### src/rtl/frank_pkg.sv
// Shared definitions for the FRANK6000 program sequencer.
//   ADDR_W_DEF      : default program counter / address width
//   STACK_DEPTH_DEF : default return-stack depth (power of two, >= 2)
//   pc_src_e        : selects where the next program counter value comes from
package frank_pkg;

   localparam int unsigned ADDR_W_DEF      = 8;
   localparam int unsigned STACK_DEPTH_DEF = 4;

   typedef enum logic [1:0] {
      PC_INC,
      PC_TARGET,
      PC_POP,
      PC_HOLD
   } pc_src_e;

endpackage

### src/rtl/return_stack.sv
// Hardware return-address LIFO.
//   clk, rst : clock, synchronous active-high reset (clears count only)
//   push     : write data onto the stack (caller guarantees not full)
//   pop      : discard the top entry (caller guarantees not empty)
//   data     : value to push
//   top      : most recently pushed entry (valid when not empty)
//   count    : number of entries held, 0..DEPTH
//   full     : count == DEPTH
//   empty    : count == 0
// push and pop are never asserted together.
module return_stack
   import frank_pkg::*;
#(
   parameter int unsigned W     = ADDR_W_DEF,
   parameter int unsigned DEPTH = STACK_DEPTH_DEF
) (
   input  logic                       clk,
   input  logic                       rst,
   input  logic                       push,
   input  logic                       pop,
   input  logic [W-1:0]               data,
   output logic [W-1:0]               top,
   output logic [$clog2(DEPTH):0]     count,
   output logic                       full,
   output logic                       empty
);

   localparam int unsigned IDX_W = $clog2(DEPTH);
   localparam int unsigned CNT_W = IDX_W + 1;

   logic [W-1:0]     mem [DEPTH];
   logic [IDX_W-1:0] wr_idx;
   logic [IDX_W-1:0] rd_idx;

   // The low bits of count address the next free slot; one below it is the
   // top. When full, the low bits wrap to 0 and rd_idx lands on DEPTH-1.
   assign wr_idx = count[IDX_W-1:0];
   assign rd_idx = wr_idx - 1'b1;

   assign top   = mem[rd_idx];
   assign full  = (count == CNT_W'(DEPTH));
   assign empty = (count == '0);

   always_ff @(posedge clk) begin
      if (rst) begin
         count <= '0;
      end else if (push) begin
         count <= count + 1'b1;
      end else if (pop) begin
         count <= count - 1'b1;
      end
   end

   // Storage needs no reset: entries are only read below count.
   always_ff @(posedge clk) begin
      if (!rst && push) begin
         mem[wr_idx] <= data;
      end
   end

endmodule

### src/rtl/program_counter.sv
// FRANK6000 program counter sequencer.
//   i_clk, i_rst  : clock, synchronous active-high reset
//   i_en          : advance enable; low holds every register
//   i_jump        : condition-qualified jump taken
//   i_call        : call instruction (acts only with i_jump)
//   i_ret         : return instruction (unconditional)
//   i_target      : jump / call destination
//   o_pc          : registered instruction address
//   o_stack_empty : return stack holds no entries
//   o_stack_full  : return stack holds STACK_DEPTH entries
//   o_err         : sticky stack fault (underflow, overflow, call+ret clash)
module program_counter
   import frank_pkg::*;
#(
   parameter int unsigned ADDR_W      = ADDR_W_DEF,
   parameter int unsigned STACK_DEPTH = STACK_DEPTH_DEF
) (
   input  logic              i_clk,
   input  logic              i_rst,
   input  logic              i_en,
   input  logic              i_jump,
   input  logic              i_call,
   input  logic              i_ret,
   input  logic [ADDR_W-1:0] i_target,
   output logic [ADDR_W-1:0] o_pc,
   output logic              o_stack_empty,
   output logic              o_stack_full,
   output logic              o_err
);

   pc_src_e                   src;
   logic                      push;
   logic                      pop;
   logic                      err_set;
   logic [ADDR_W-1:0]         pc_inc;
   logic [ADDR_W-1:0]         stk_top;
   logic [$clog2(STACK_DEPTH):0] stk_count;

   assign pc_inc = o_pc + 1'b1;

   return_stack #(
      .W     (ADDR_W),
      .DEPTH (STACK_DEPTH)
   ) u_stack (
      .clk   (i_clk),
      .rst   (i_rst),
      .push  (push),
      .pop   (pop),
      .data  (pc_inc),
      .top   (stk_top),
      .count (stk_count),
      .full  (o_stack_full),
      .empty (o_stack_empty)
   );

   // Return outranks everything; a call arriving with it is dropped and
   // flagged. push and pop are therefore mutually exclusive by construction.
   always_comb begin
      src     = PC_HOLD;
      push    = 1'b0;
      pop     = 1'b0;
      err_set = 1'b0;
      if (i_en) begin
         if (i_ret) begin
            if (!o_stack_empty) begin
               src = PC_POP;
               pop = 1'b1;
            end else begin
               src     = PC_INC;
               err_set = 1'b1;
            end
            if (i_jump && i_call) begin
               err_set = 1'b1;
            end
         end else if (i_jump) begin
            src = PC_TARGET;
            if (i_call) begin
               if (!o_stack_full) begin
                  push = 1'b1;
               end else begin
                  err_set = 1'b1;
               end
            end
         end else begin
            src = PC_INC;
         end
      end
   end

   always_ff @(posedge i_clk) begin
      if (i_rst) begin
         o_pc  <= '0;
         o_err <= 1'b0;
      end else begin
         o_err <= o_err | err_set;
         case (src)
            PC_INC:    o_pc <= pc_inc;
            PC_TARGET: o_pc <= i_target;
            PC_POP:    o_pc <= stk_top;
            default:   o_pc <= o_pc;
         endcase
      end
   end

endmodule

### config.mk
export PLATFORM = sky130hd
export DESIGN_NAME = program_counter
export DESIGN_NICKNAME = d
export VERILOG_FILES = /design/src/rtl/frank_pkg.sv /design/src/rtl/return_stack.sv /design/src/rtl/program_counter.sv
export SDC_FILE = /design/constraint.sdc
export NUM_CORES = 1
export LEC_CHECK = 0
export BUFFER_PORTS_ARGS = -buffer_cell sky130_fd_sc_hd__buf_4
export CAP_MARGIN = 0
export CORE_MARGIN = 2
export CORE_UTILIZATION = 52
export CTS_BUF_LIST = sky130_fd_sc_hd__clkbuf_4 sky130_fd_sc_hd__clkbuf_8 sky130_fd_sc_hd__clkbuf_16
export DETAILED_ROUTE_END_ITERATION = 10
export PLACE_DENSITY_LB_ADDON = 0.25
export REMOVE_ABC_BUFFERS = 1
export SYNTH_ARGS = -nofsm -noshare
export SYNTH_HDL_FRONTEND = slang
export SYNTH_SLANG_ARGS = --single-unit
### constraint.sdc
create_clock -name i_clk -period 2 [get_ports i_clk]
set_input_delay 0.1 -clock i_clk [delete_from_list [all_inputs] [get_ports i_clk]]
set_output_delay 0.1 -clock i_clk [all_outputs]
set_load 0.01 [all_outputs]
==> impl_metrics.env <==
export IMPL_status="finished clean"
export IMPL_ant_nets=0
export IMPL_path_buf_inv=2
export IMPL_skew_ns=0.004601
export IMPL_dpl_hpwl_mm=3.339
export IMPL_num_antenna_cells=0
export IMPL_whs_path_depth=3
export IMPL_maxCapViolCount=0
export IMPL_clk_latency_ns=0.30
export IMPL_clk_transition_reported_paths_ns=0.08
export IMPL_syn_area_per_cell_um2=13.33
export IMPL_fp_dieH_um=68.03
export IMPL_worstPathRequired_ns=2.23
export IMPL_post_place_ws_ns=-0.1504
export IMPL_tritoncts="built"
export IMPL_setup_worst_path_class="flop to flop"
export IMPL_power_mw=2.160
export IMPL_cts_buffers=5
export IMPL_synth_cell_type_count=39
export IMPL_synth_area_mm2=0.002132
export IMPL_cpPeakStageDelay_ns=0.39
export IMPL_antenna_found_initial=0
export IMPL_drt_total_wl_mm=4.572
export IMPL_holdBufCountCts=0
export IMPL_grt_start_max_net_pins=16
export IMPL_grt_usage=0.2170
export IMPL_core_area_mm2=0.003971
export IMPL_cts_root_buf="clkbuf_8"
export IMPL_avgRoutedWirePerCell_um=17.65
export IMPL_multiInputGateArea_um2=875.8
export IMPL_cp_start_kind="flop"
export IMPL_io_buffers=24
export IMPL_critical_path_top_delay_family="adder cells"
export IMPL_finalNonFillerCells=259
export IMPL_drc=0
export IMPL_hold_viol=0
export IMPL_hp_start="i_en"
export IMPL_ys_warn_count=0
export IMPL_ioPinCount=25
export IMPL_relSlewSlack=0.6101
export IMPL_drtPass1Iterations=4
export IMPL_final_min_clock_period_ns=1.910
export IMPL_dp_cells=250
export IMPL_peakVddDrop_mv=0.4441
export IMPL_ys_ff_latch=44
export IMPL_drive_above_1_share=0.3923
export IMPL_worstHoldEndpoint="o_err"
export IMPL_syn2layout_area_growth_pct=23.00
export IMPL_reg2reg_to="u_stack.count[2]"
export IMPL_setup_ws_ns=0.08975
export IMPL_seq_area_frac_synth=0.5634
export IMPL_end_kind="flop"
export IMPL_arrival_ns=2.14
export IMPL_ys_flop_type="edfxtp_1"
export IMPL_initial_core_util=0.5369
export IMPL_gp_congestion=0.8469
export IMPL_cp_max_fo=5
export IMPL_fillers=276
export IMPL_p_leak_nw=1.013
export IMPL_cp_slowest_cell="fa_2"
export IMPL_r2r_setup_slack_ns=0.09
export IMPL_fp_dieW_um=68.03
export IMPL_drt_iter0_markers=111
export IMPL_final_seq_area_mm2=0.001204
export IMPL_fmax_mhz=523.5
export IMPL_final_nets=231
export IMPL_mostFrequentLayoutCells="buf_4, edfxtp_1, nor2_1"
export IMPL_netlist_instances=160
export IMPL_rr_worst_depth=9
export IMPL_tightest_slew_ns=0.5787
export IMPL_vias=1453
export IMPL_fin_hold_ws_ns=0.06890
export IMPL_final_setup_viol_count=0
export IMPL_drv_slew=0
export IMPL_period_share=0.9551
export IMPL_grt_pass1_wl_mm=7.058
export IMPL_timing_rr_start="u_stack.count[1]"
export IMPL_grt_pass1_vias=1462
export IMPL_dieArea_mm2=0.004628
export IMPL_cp_cell_sequence="inv_2, ha_4, a21o_1, or2_4, fa_2, inv_1, nor3_1, o21a_1, nor3_2"
export IMPL_layout_commonest_cell="buf_4"
export IMPL_power_density_mw_per_mm2=823.6
export IMPL_rows=23
export IMPL_synth_edf_count=32
export IMPL_cts_sinks=44
export IMPL_via_per_inst=5.610
export IMPL_gr_total_overflow=0
export IMPL_hold_class="input port to flop"
export IMPL_synthArstFlopShare=0
export IMPL_cts_buffer_depth=2
export IMPL_h_tree_depth=2
[where the power goes]
part           switching [mW]  total [mW]  internal (mW)
registers              0.0436        1.09           1.04
clock network           0.295       0.532          0.237
logic                   0.271       0.541          0.269
[synthesized netlist by cell type, types with 2 or more instances]
| master | instances | area share |
|---|---|---|
| nand3_1 | 2 | 0.0047 |
| edfxtp_1 | 32 | 0.45 |
| o221ai_1 | 2 | 0.0082 |
| nand2_1 | 6 | 0.011 |
| o22ai_1 | 3 | 0.0088 |
| inv_1 | 12 | 0.021 |
| nor2_1 | 11 | 0.019 |
| a221oi_1 | 4 | 0.016 |
| a21oi_1 | 7 | 0.016 |
| nor4_1 | 2 | 0.0059 |
| nand2b_1 | 3 | 0.0088 |
| ha_1 | 8 | 0.047 |
| mux4_2 | 5 | 0.053 |
| o211a_1 | 2 | 0.0094 |
| xor2_1 | 2 | 0.0082 |
| buf_6 | 4 | 0.021 |
| and2_1 | 5 | 0.015 |
| mux2i_1 | 7 | 0.033 |
| or3_1 | 2 | 0.0059 |
| dfxtp_1 | 12 | 0.11 |
| xnor2_1 | 4 | 0.016 |
| nor3_1 | 8 | 0.019 |
[layout make-up]
type                            instances  share of cell area
Sequential cell                        44              0.4590
Multi-Input combinational cell         98              0.3340
Timing Repair Buffer                   47              0.1345
Clock buffer                            5             0.02624
Tap cell                               50             0.02385
Inverter                               12             0.01718
Clock inverter                          3            0.005248
[worst reg2reg max path, cell delays in order (launching register included)]
cell	delay, ns
dfxtp_2	0.34
inv_2	0.05
ha_4	0.17
a21o_1	0.18
or2_4	0.27
fa_2	0.39
inv_1	0.07
nor3_1	0.06
o21a_1	0.19
nor3_2	0.12
[what timing repair did]
| item | 4_1_cts | 5_1_grt |
|---|---|---|
| setup endpoints to repair | 6 | 27 |
| resized for setup | 6 | 11 |
| pin swaps | 0 | 4 |
| buffers inserted | 0 | 1 |
[sequential cells by signal, summed over array words and instances, names as in the netlist]
register	count
o_err	1
u_stack.count	3
o_pc	8
u_stack.mem	32
[worst max-delay path by stage]
stage | cells after the start | slack (ns) | from | end
after CTS | 9 | -0.02 | u_stack.count[0] | u_stack.count[2]
after detailed placement | 9 | -0.15 | u_stack.count[0] | u_stack.count[2]
after global placement | 9 | 0.03 | u_stack.count[0] | u_stack.count[2]
final | 9 | 0.09 | u_stack.count[1] | u_stack.count[2]
after floorplan | 10 | -0.41 | u_stack.count[0] | o_pc[7]
after global routing | 9 | -0.008 | u_stack.count[1] | u_stack.count[2]
[metrics by stage]
step	TNS, ns	utilization	instance area (µm²)
after floorplan	-11.27	-	2058
after global placement	0	0.6210	2466
after detailed placement	-0.3044	0.6210	2466
after CTS	-0.02408	0.6500	2581
after global routing	-0.007961	0.6604	2623
final	0	0.6604	2623
[routing by layer]
metal	routed length, µm	GRT usage	part of all wire
met5	0	0	0
met4	79	0.07750	0.017
met3	246	0.05263	0.054
met2	2218	0.3410	0.49
met1	2027	0.2946	0.44
[kinds of logic (layout without fill, tap and decap cells)]
group,Yosys count,after routing,synth area share
DFF,44,44,0.5634
and+or+nand+nor,44,44,0.1103
AOI/OAI and AO/OA,26,26,0.09624
buffers and inverters,18,67,0.05574
muxes,12,12,0.08568
adders and majority gates,9,9,0.05634
xor gates and xnor gates,7,7,0.03228
Power figures use the tool's default switching activity.
